<file path="src/rtl/pc_unit_if.sv">
// Fetch-control bus between the pipeline control logic and the PC generator.
// The master issues stall/redirect/exception requests; the slave returns the fetch PC.
interface pc_unit_if #(
  parameter int unsigned WIDTH = 32
);
  logic             stall;
  logic             redirect_valid;
  logic [WIDTH-1:0] redirect_target;
  logic             exc_valid;
  logic [WIDTH-1:0] pc_out;
  logic             pc_valid;
  logic [WIDTH-1:0] pc_seq;
  logic             flush_out;
  logic             misalign;

  modport master (
    output stall,
    output redirect_valid,
    output redirect_target,
    output exc_valid,
    input  pc_out,
    input  pc_valid,
    input  pc_seq,
    input  flush_out,
    input  misalign
  );

  modport slave (
    input  stall,
    input  redirect_valid,
    input  redirect_target,
    input  exc_valid,
    output pc_out,
    output pc_valid,
    output pc_seq,
    output flush_out,
    output misalign
  );
endinterface

</file>
<file path="src/rtl/pc_unit.sv">
// Fetch-stage program counter: boot hold, sequential step, redirect/exception load,
// and a pending-redirect buffer that survives stalls. Redirect-to-PC latency is 1 edge.
module pc_unit #(
  parameter int unsigned          WIDTH      = 32,
  parameter logic [WIDTH-1:0]     RESET_PC   = '0,
  parameter logic [WIDTH-1:0]     EXC_VECTOR = WIDTH'(32'h0000_0180),
  parameter int unsigned          INC        = 4,
  parameter int unsigned          ALIGN_BITS = 2
) (
  input  logic        clk,
  input  logic        rst,
  pc_unit_if.slave    bus
);

  localparam logic [WIDTH-1:0] INC_W      = WIDTH'(INC);
  localparam logic [WIDTH-1:0] ALIGN_MASK = WIDTH'((64'd1 << ALIGN_BITS) - 64'd1);

  typedef enum logic {
    BOOT,
    RUN
  } state_t;

  typedef enum logic [1:0] {
    P_NONE,
    P_REDIR,
    P_EXC
  } pend_t;

  state_t           state_q, state_d;
  pend_t            pend_q, pend_d;
  logic [WIDTH-1:0] pend_tgt_q, pend_tgt_d;
  logic [WIDTH-1:0] pc_q, pc_d;
  logic             flush_q, flush_d;
  logic             mis_q, mis_d;
  logic             tgt_misaligned;
  logic             exc_req;

  assign tgt_misaligned = |(bus.redirect_target & ALIGN_MASK);
  // A misaligned redirect is indistinguishable from an exception request.
  assign exc_req        = bus.exc_valid || (bus.redirect_valid && tgt_misaligned);

  always_ff @(posedge clk) begin
    if (rst) begin
      state_q    <= BOOT;
      pend_q     <= P_NONE;
      pend_tgt_q <= '0;
      pc_q       <= RESET_PC;
      flush_q    <= 1'b0;
      mis_q      <= 1'b0;
    end else begin
      state_q    <= state_d;
      pend_q     <= pend_d;
      pend_tgt_q <= pend_tgt_d;
      pc_q       <= pc_d;
      flush_q    <= flush_d;
      mis_q      <= mis_d;
    end
  end

  always_comb begin
    state_d    = state_q;
    pend_d     = pend_q;
    pend_tgt_d = pend_tgt_q;
    pc_d       = pc_q;
    flush_d    = 1'b0;
    mis_d      = 1'b0;

    case (state_q)
      BOOT: begin
        state_d = RUN;
        pc_d    = RESET_PC;
        pend_d  = P_NONE;
      end
      RUN: begin
        if (exc_req) begin
          // Misalign is reported only when the redirect itself was the cause.
          mis_d = !bus.exc_valid && bus.redirect_valid && tgt_misaligned;
          if (!bus.stall) begin
            pc_d    = EXC_VECTOR;
            flush_d = 1'b1;
            pend_d  = P_NONE;
          end else begin
            pend_d  = P_EXC;
          end
        end else if (bus.redirect_valid) begin
          if (!bus.stall) begin
            pc_d    = bus.redirect_target;
            flush_d = 1'b1;
            pend_d  = P_NONE;
          end else if (pend_q != P_EXC) begin
            pend_d     = P_REDIR;
            pend_tgt_d = bus.redirect_target;
          end
        end else if (!bus.stall && pend_q != P_NONE) begin
          pc_d    = (pend_q == P_EXC) ? EXC_VECTOR : pend_tgt_q;
          flush_d = 1'b1;
          pend_d  = P_NONE;
        end else if (!bus.stall) begin
          pc_d = pc_q + INC_W;
        end
      end
    endcase
  end

  assign bus.pc_out    = pc_q;
  assign bus.pc_valid  = (state_q == RUN);
  assign bus.pc_seq    = pc_q + INC_W;
  assign bus.flush_out = flush_q;
  assign bus.misalign  = mis_q;

endmodule

</file>
<file path="src/flat_wrapper.sv">
// flat-port wrapper written by rule: the top's interface ports become plain ports
module pc_unit_flat 
#(
  parameter int unsigned          WIDTH      = 32,
  parameter logic [WIDTH-1:0]     RESET_PC   = '0,
  parameter logic [WIDTH-1:0]     EXC_VECTOR = WIDTH'(32'h0000_0180),
  parameter int unsigned          INC        = 4,
  parameter int unsigned          ALIGN_BITS = 2
)
  (clk, rst, bus_stall, bus_redirect_valid, bus_redirect_target, bus_exc_valid, bus_pc_out, bus_pc_valid, bus_pc_seq, bus_flush_out, bus_misalign);
  pc_unit_if #(.WIDTH(WIDTH)) bus_i ();
  input  logic clk;
  input  logic rst;
  input wire logic [$bits(bus_i.stall)-1:0] bus_stall;
  input wire logic [$bits(bus_i.redirect_valid)-1:0] bus_redirect_valid;
  input wire logic [$bits(bus_i.redirect_target)-1:0] bus_redirect_target;
  input wire logic [$bits(bus_i.exc_valid)-1:0] bus_exc_valid;
  output wire logic [$bits(bus_i.pc_out)-1:0] bus_pc_out;
  output wire logic [$bits(bus_i.pc_valid)-1:0] bus_pc_valid;
  output wire logic [$bits(bus_i.pc_seq)-1:0] bus_pc_seq;
  output wire logic [$bits(bus_i.flush_out)-1:0] bus_flush_out;
  output wire logic [$bits(bus_i.misalign)-1:0] bus_misalign;
  assign bus_i.stall = bus_stall;
  assign bus_i.redirect_valid = bus_redirect_valid;
  assign bus_i.redirect_target = bus_redirect_target;
  assign bus_i.exc_valid = bus_exc_valid;
  assign bus_pc_out = bus_i.pc_out;
  assign bus_pc_valid = bus_i.pc_valid;
  assign bus_pc_seq = bus_i.pc_seq;
  assign bus_flush_out = bus_i.flush_out;
  assign bus_misalign = bus_i.misalign;
  pc_unit #(.WIDTH(WIDTH), .RESET_PC(RESET_PC), .EXC_VECTOR(EXC_VECTOR), .INC(INC), .ALIGN_BITS(ALIGN_BITS)) u_core (.clk(clk), .rst(rst), .bus(bus_i));
endmodule
</file>
<file path="config.mk">
export PLATFORM = sky130hd
export DESIGN_NAME = pc_unit_flat
export DESIGN_NICKNAME = d
export VERILOG_FILES = /design/src/rtl/pc_unit_if.sv /design/src/rtl/pc_unit.sv /design/src/flat_wrapper.sv
export SDC_FILE = /design/constraint.sdc
export NUM_CORES = 1
export LEC_CHECK = 0
export CAP_MARGIN = 20
export CORE_AREA = 2 2 97 99
export CTS_BUF_LIST = sky130_fd_sc_hd__clkbuf_8
export DETAILED_ROUTE_END_ITERATION = 8
export DIE_AREA = 0 0 99 101
export PLACE_DENSITY_LB_ADDON = 0.1
export REMOVE_ABC_BUFFERS = 1
export SYNTH_ARGS = -nofsm -noshare
export SYNTH_HDL_FRONTEND = slang
export SYNTH_SLANG_ARGS = --single-unit
</file>
<file path="constraint.sdc">
create_clock -name clk -period 4.7 [get_ports clk]
set_input_delay 0.47 -clock clk [delete_from_list [all_inputs] [get_ports clk]]
set_output_delay 0.47 -clock clk [all_outputs]
set_load 0.02 [all_outputs]
</file>
After elaboration in Yosys (flattened, before gate mapping)
Index checks and enable logic that the tools add are counted.
W data, S select, Z words.
{ "totals": {"wordCells": 50, "regBits": 69} }
{ "classes": {"reduce_logical": 14, "n_mux": 20, "eq_ne": 7, "n_bitwise": 2, "n_addsub": 1} }
{ "ops": {"columns": ["cell", "count"], "rows": [
  ["$mux W32", 7],
  ["$pmux W32 S2", 1],
  ["$add A32 B3 Y32 const B", 1],
  ["$mux W2", 6],
  ["$ne A3 B3 Y1 const B", 3],
  ["$mux W1", 5],
  ["$ne A5 B5 Y1 const B", 1],
  ["$reduce_and A5 Y1", 1],
  ["$logic_and A1 B1 Y1", 4],
  ["$ne A4 B4 Y1 const B", 1],
  ["$pmux W2 S2", 1],
  ["$reduce_or A2 Y1", 2],
  ["$reduce_and A3 Y1", 1],
  ["$reduce_or A3 Y1", 1],
  ["$eq A2 B2 Y1 const B", 1],
  ["$logic_not A1 Y1", 2],
  ["$ne A2 B2 Y1 const B", 1],
  ["$not A1 Y1", 2],
  ["$reduce_and A2 Y1", 1],
  ["$reduce_bool A2 Y1", 1],
  ["$logic_or A1 B1 Y1", 1]
]} }

Depth between registers and ports, before layout
{ "depth": {"word_depth": 6, "depth_mapped": 9, "depth_no_buf": 6} }

Least setup slack after synthesis
OpenSTA, ideal clock, no wires.
{ "synth_path": {"path_kind": "reg-to-output", "start": "register u_core.pc_q[2], in the netlist u_core.bus.pc_out[2]", "end": "output bus_pc_seq[26]", "n_path_buf": 0, "slack_ns": 2.237, "arrival_time_ns": 1.993, "path_stages_with_launch": 6, "required_ns": 4.230, "path_cell_list": "dfxtp_1 > ha_1 > nand3_2 > nor4_4 > and3_1 > xor2_1"} }
{ "synth_via": {"elab_chain_len": 1} }
{ "synth_rtl": {"columns": ["element", "line", "source"], "rows": [
  ["from (decl)", "pc_unit.sv:32", "logic [WIDTH-1:0] pc_q, pc_d;"],
  ["from (signal assigned)", "pc_unit.sv:54", "pc_q <= pc_d;"],
  ["$add A32 B3 Y32", "pc_unit.sv:107", "assign bus.pc_seq = pc_q + INC_W;"],
  ["to (decl)", "flat_wrapper.sv:20", "output wire logic [$bits(bus_i.pc_seq)-1:0] bus_pc_seq;"]
]} }
Every way passes these cells.

Final worst setup path
{ "layout_path": {"start": "register u_core.pc_q[2], in the netlist u_core.bus.pc_out[2]", "end": "output bus_pc_seq[24]"} }
Same word-level chain as after synthesis.

==> metrics.md <==
| Metric | Value |
|---|---|
| Static Leakage | 1.89 nW |
| Critical path required time | 4230 ps |
| Worst Tran Pin Value | 931 ps |
| Remaining DRCs | 0 |
| Die ar. | 0.0100 mm2 |
| EDFF count, synth | 0 |
| Die width | 99 um |
| Pin count of the biggest net entering global routing | 47 |
| Worst Hold Class | reg -> reg |
| Post-CTS resize count | 0 |
| Postcts setup bufs | 0 |
| Hold Crit Start | u_core.pend_tgt_q[13]$_SDFFE_PP0P_ |
| HPWL after DPL | 8.93 mm |
| Nets | 630 |
| Synth unique cells | 68 |
| Final hold violation count | 0 |
| I/O pin count | 104 |
| Area growth syn-to-layout | 31.6% |
| CTS Hold Buffers Added | 0 |
| Sw power | 0.332 mW |
| CTS root buffer | clkbuf_8 |
| Crit path from | u_core.bus.pc_out[2]$_SDFFE_PP0P_ |
| Layout fillers | 832 |
| Post-Synthesis Cells | 513 |
| Core area | 0.00898 mm2 |
| GRT overflow | 0 |
| TNS Setup | 0 ps |
| CTS sink count | 69 |
| Reg power frac | 45.9% |
| Post-Syn Area | 0.00397 mm2 |
| Max frequency | 283 MHz |
| Die Ht | 101 um |
| Antenna Cells | 0 |
| Overall power | 1.32 mW |
| Slew HR | 37.9% |
| Switching part of the total | 25.2% |
| R2R setup slack | 2000 ps |
| Share of layout cells above drive strength 1 | 6.53% |
| Vias in the first global route | 3,940 |
| Final wirelength | 12.8 mm |
| Starting Density | 44.2% |
| Max cap viols | 0 |
| Post-synthesis register bit count | 69 |
| Antenna violations before repair | 0 |
| Skew-Pair Late Insertion Delay | 350 ps |
| Fin crit share | 75.1% |
| Syn avg cell area | 7.74 um2 |
| Tmin final | 3530 ps |
| Cell Pwr Density | 252 mW/mm2 |
| Sequential fraction of the synthesis area | 34.8% |
| Clock Tree Buf Depth | 2 |
| Unrepaired setup endpoints after global routing | false |
| Htree depth | 3 |
| Clock share of power | 42.3% |
| Combinational Power Share | 11.9% |
| Peak VDD IR | 0.168 mV |
| Drt initial violations | 435 |
| Detail-routed via count per cell | 6.03 |
| Port Buffers | 103 |
| Cts bufs inserted | 9 |
| R2r startpoint | u_core.bus.pc_valid$_DFF_P_ |
| Arrival time worst endpoint | 3060 ps |
| Antenna violation net count after detailed routing | 0 |
| Setup CP Type | reg -> out |
| DRT Pass-1 Iters | 8 |
| Clock Skew | 11.9 ps |
| Yosys warnings | 0 |
| Clock slew at reported path FFs | 70 ps |
| CP Launch Type | register |
| TritonCTS clock tree | done |
| First-pass GRT wire length | 20.8 mm |
| Vias | 4,270 |
| Top_reg_cell synth | dfxtp_1 |
| Average routed wire per standard cell | 18.1 um |
| Final Wtd Congestion | 0.885 |
| CP Max Fanout | 8 |
| Total GRT Usage | 26.3% |
| Outcome | completed |
| Final Setup Violations | 0 |
| Synth async-reset ratio | 0% |
| Row Count | 35 |
| Critical Path End Type | output port |
| Internal power | 0.986 mW |
| Pins Over Slew Limit | 0 |
==> cell usage in the layout (no fill, tap or decap), drive strengths merged, types with 11 or more instances in the layout <==
master         count
a21oi             44
and3              14
clkbuf            11
clkdlybuf4s50    103
dfxtp             69
inv               13
nand2            110
nand3             15
nor2              22
o21ai             30
xnor2             18
==> routing by layer <==
| layer | up-vias | track usage, % | part of all wire (%) | routed length [um] |
|---|---|---|---|---|
| met3 | 28 | 4.51 | 8.3 | 1060 |
| met2 | 214 | 39.4 | 43 | 5560 |
| met5 | - | 0 | 0 | 0 |
| met1 | 2015 | 37.2 | 45 | 5830 |
| met4 | 0 | 11.3 | 3.0 | 382 |
| li1 | 2013 | - | - | - |
==> per-stage QoR <==
step	util, %	cells	setup WS [ps]	hold slack [ps]	area, um2
after floorplan	-	475	2240	426	3810
after global placement	55.7	692	1270	440	5000
after detailed placement	55.7	692	1200	447	5000
after CTS	58.2	708	1160	457	5230
after global routing	58.2	708	1000	479	5230
final	58.2	708	1170	458	5230
==> cell families (layout without fill, tap and decap cells) <==
logic type | count (synthesis) | after routing | share of synthesized area [%]
AO/OA/AOI/OAI | 151 | 151 | 25.7
flip-flops | 69 | 69 | 34.8
buffers and inverters | 51 | 135 | 5.39
adder cells (fa/ha/maj) | 1 | 1 | 0.315
XOR/XNOR | 25 | 25 | 5.70
AND/OR/NAND/NOR | 216 | 216 | 28.1
==> cell type report <==
type	count	area [um2]	area share, %
Multi-Input combinational cell	393	2380	45.5
Tap cell	111	139	2.66
Timing Repair Buffer	106	1050	20.2
Inverter	13	48.8	0.934
Clock inverter	5	73.8	1.41
Clock buffer	11	151	2.90
Sequential cell	69	1380	26.4
==> power groups by stage <==
stage / clock, mW / sequential, mW / combinational [mW]
global placement: 0 / 0.617 / 0.152
global route: 0.588 / 0.605 / 0.168
detailed placement: 0 / 0.617 / 0.154
floorplan: 0 / 0.620 / 0.0612
finish: 0.557 / 0.604 / 0.156
CTS: 0.563 / 0.604 / 0.155
==> critical path, cell delays in order (launching register included) <==
cell and delay, ps:
dfxtp_1 510, ha_1 290, nand3_2 210, nor4_4 600
nand3_1 230, xnor2_2 230, clkdlybuf4s50_1 640
==> registers in the layout, summed over array words and instances, names as in the netlist <==
name,cells
u_core.bus.pc_valid,1
u_core.bus.pc_out,32
u_core.bus.misalign,1
u_core.pend_tgt_q,32
u_core.bus.flush_out,1
u_core.pend_q,2
==> worst paths after layout <==
path,cells after the start,end
setup / recovery,6,bus_pc_seq[24]
hold reg to reg,2,u_core.pend_tgt_q[13]$_SDFFE_PP0P_
hold / removal,2,u_core.pend_tgt_q[13]$_SDFFE_PP0P_
setup reg to reg,6,u_core.pend_tgt_q[31]$_SDFFE_PP0P_
==> synth_stat cells, drive strengths merged, types with 4 or more instances <==
master / number / area share [%]
a21o: 6 / 1.1
xor2: 7 / 1.5
a21oi: 44 / 5.5
xnor2: 18 / 4.2
a32o: 4 / 1.0
a22o: 6 / 1.3
nand3: 15 / 2.4
or3: 4 / 0.63
dfxtp: 69 / 35
nand4: 10 / 1.7
nor3: 6 / 0.76
nand2: 110 / 10
buf: 13 / 1.8
and4: 5 / 1.1
nor2b: 5 / 0.79
o21ai: 30 / 3.8
inv: 12 / 1.1
a221o: 5 / 1.3
nor4: 5 / 1.9
clkbuf: 25 / 2.4
a31oi: 5 / 0.79
and3: 14 / 2.2
o2bb2ai: 5 / 1.1
nor2: 22 / 2.1
a22oi: 5 / 0.95
and2: 7 / 1.1
a222oi: 6 / 1.5
Power figures use the tool's default switching activity.
==> RTL edit: new RTL, same flow settings <==
`WIDTH` is set to 32 in 3 places; all go to 24.
--- a/src/rtl/pc_unit_if.sv
+++ b/src/rtl/pc_unit_if.sv
@@ -3,3 +3,3 @@
 interface pc_unit_if #(
-  parameter int unsigned WIDTH = 32
+  parameter int unsigned WIDTH = 24
 );
--- a/src/rtl/pc_unit.sv
+++ b/src/rtl/pc_unit.sv
@@ -3,3 +3,3 @@
 module pc_unit #(
-  parameter int unsigned          WIDTH      = 32,
+  parameter int unsigned          WIDTH      = 24,
   parameter logic [WIDTH-1:0]     RESET_PC   = '0,
--- a/src/flat_wrapper.sv
+++ b/src/flat_wrapper.sv
@@ -3,3 +3,3 @@
 #(
-  parameter int unsigned          WIDTH      = 32,
+  parameter int unsigned          WIDTH      = 24,
   parameter logic [WIDTH-1:0]     RESET_PC   = '0,
Ports: changed (resized bus_pc_out, bus_pc_seq and bus_redirect_target); port bits go from 104 to 80. The function was not compared with the original's and may differ.
==> RTL edit against the original RTL <==
Sequential cell count fell by 16; total power shrank 35%; combinational power shrank 24%; critical path depth is the same; worst setup slack lost 190 ps; design area fell by 25%; wire length down 27%; sequential power down 23%; area after synthesis decreased by 25%; highest routed layer unchanged.
==> RTL edit: results (changes against the original RTL) <==
----------------------------------------------------
[Run status]
  Status ... finished, final reports clean

[Critical path]
  Crit-path slowest cell ... or4_4
  RR Startpoint ... u_core.bus.pc_out[2]$_SDFFE_PP0P_
  Worst reg2reg endpoint ... u_core.bus.pc_out[22]$_SDFFE_PP0P_
  Largest driver fanout on the critical path ... 13 (+5)
  Critical path's largest stage delay ... 620 ps (-20 ps)
  Worst EP arrival ... 3250 ps (+190 ps)

[Synthesis]
  Area fraction in compound gates after synthesis ... 0.241 (-0.0164)
  Number of distinct library cell variants in the gate-level netlist after synthesis ... 49 (-28%)
  Adder-cell share of the synthesized area ... 0.00421 (+0.00106)
  Synth Area in XOR/XNOR ... 0.0412 (-0.0158)
  Cell types occupying the most area after synthesis ... dfxtp_1 36%, nand2_1 12%, a21oi_1 6.7%
  Multiplexer fraction of the synthesized cell area ... 0.0109 (+0.0109)

[Detailed routing]
  Via Count ... 3096 (-27%)
  Average routed wire per standard cell ... 16.2 um (-11%)
  Initial DRC Count ... 86 (-80%)

[GRT]
  Maximum number of pins on one net before global-route repair ... 51 (+8.5%)
  Via count of the first global-routing pass ... 2941 (-25%)

[Clock network]
  Number of buffers created by CTS ... 5 (-4)
  Source-to-sink clock delay at the later pin of the worst-skew pair ... 310 ps (-40 ps)

[Finish]
  Fraction of layout cells with a size suffix above 1 ... 0.0489 (-0.0164)
  Layout Nets ... 499 (-21%)
  # fillers ... 923 (+11%)

[Timing]
  Final worst clock skew ... 9.50 ps (-2.45 ps)
  Worst slew slack as a fraction of its limit ... 0.305 (-0.0739)

[Placed design]
  Placed wire-length estimate ... 6.75 mm (-24%)
  Count of input and output buffers ... 79 (-23%)
  GP Congestion ... 0.872 (-1.5%)

[Power]
  Largest vdd supply drop ... 106 uV (-37%)
  Power dissipated by switching net loads ... 237 uW (-29%)

[Hold path]
  Origin of the worst min-delay path ... u_core.pend_tgt_q[4]$_SDFFE_PP0P_

----------------------------------------------------
-- RTL edit: worst reg2reg max path: stages, from the launching register on --
cell and delay, ps:
dfxtp_1 510, ha_1 360, inv_1 70, or4_4 620, or4_4 610, a21o_1 180, a21o_1 160
-- RTL edit: per-stage QoR --
step,cell area (um^2),setup WS (ps),cells,hold slack [ps],power [uW]
2_1_floorplan,2850,1770,377,426,523
3_3_place_gp,3830,1390,573,442,595
3_5_place_dp,3830,1330,573,447,595
4_1_cts,3920,957,581,463,866
5_1_grt,3920,786,581,483,891
6_report,3920,981,581,459,853
-- RTL edit: worst max path at each step --
stage,start,end,slack [ps],cells past startpoint
after global placement,u_core.bus.pc_out[2]$_SDFFE_PP0P_,bus_pc_seq[22],1390,6
after detailed placement,u_core.bus.pc_out[2]$_SDFFE_PP0P_,bus_pc_seq[22],1330,6
after CTS,u_core.bus.pc_out[2]$_SDFFE_PP0P_,bus_pc_seq[22],960,6
after global routing,u_core.bus.pc_out[2]$_SDFFE_PP0P_,bus_pc_seq[22],790,6
final,u_core.bus.pc_out[2]$_SDFFE_PP0P_,bus_pc_seq[22],980,6
after floorplan,u_core.bus.pc_out[2]$_SDFFE_PP0P_,bus_pc_seq[22],1770,5
-- RTL edit: cell type report --
type | instances | area [um^2] | share of cell area
inverters | 11 | 41.3 | 0.0105
flip-flops and latches | 53 | 1060 | 0.271
well taps | 111 | 139 | 0.0354
clock inverters | 3 | 22.5 | 0.00575
repair buffers | 85 | 836 | 0.213
clock buffers | 5 | 68.8 | 0.0176
multi-input cells | 313 | 1750 | 0.447
-- RTL edit: power groups by stage --
stage / logic (uW) / clock network, uW / registers (uW)
2_1_floorplan: 44.5 / 0 / 478
3_3_place_gp: 119 / 0 / 475
3_5_place_dp: 119 / 0 / 476
4_1_cts: 120 / 281 / 465
5_1_grt: 131 / 293 / 467
6_report: 119 / 269 / 465
-- RTL edit: cell families after synthesis --
| kind of cell | after synthesis |
|---|---|
| xor+xnor | 14 |
| fa+ha+maj | 1 |
| compound gates | 114 |
| simple gates | 181 |
| mux | 3 |
| buf+inv | 41 |
| flops | 53 |
-- RTL edit: layer usage --
metal  wire, um  vias up  GRT usage
li1           -     1565          -
met1       4450     1455      0.253
met2       4320       66      0.305
met3        475       10     0.0395
met4        162        0     0.0685
met5          0        -          0
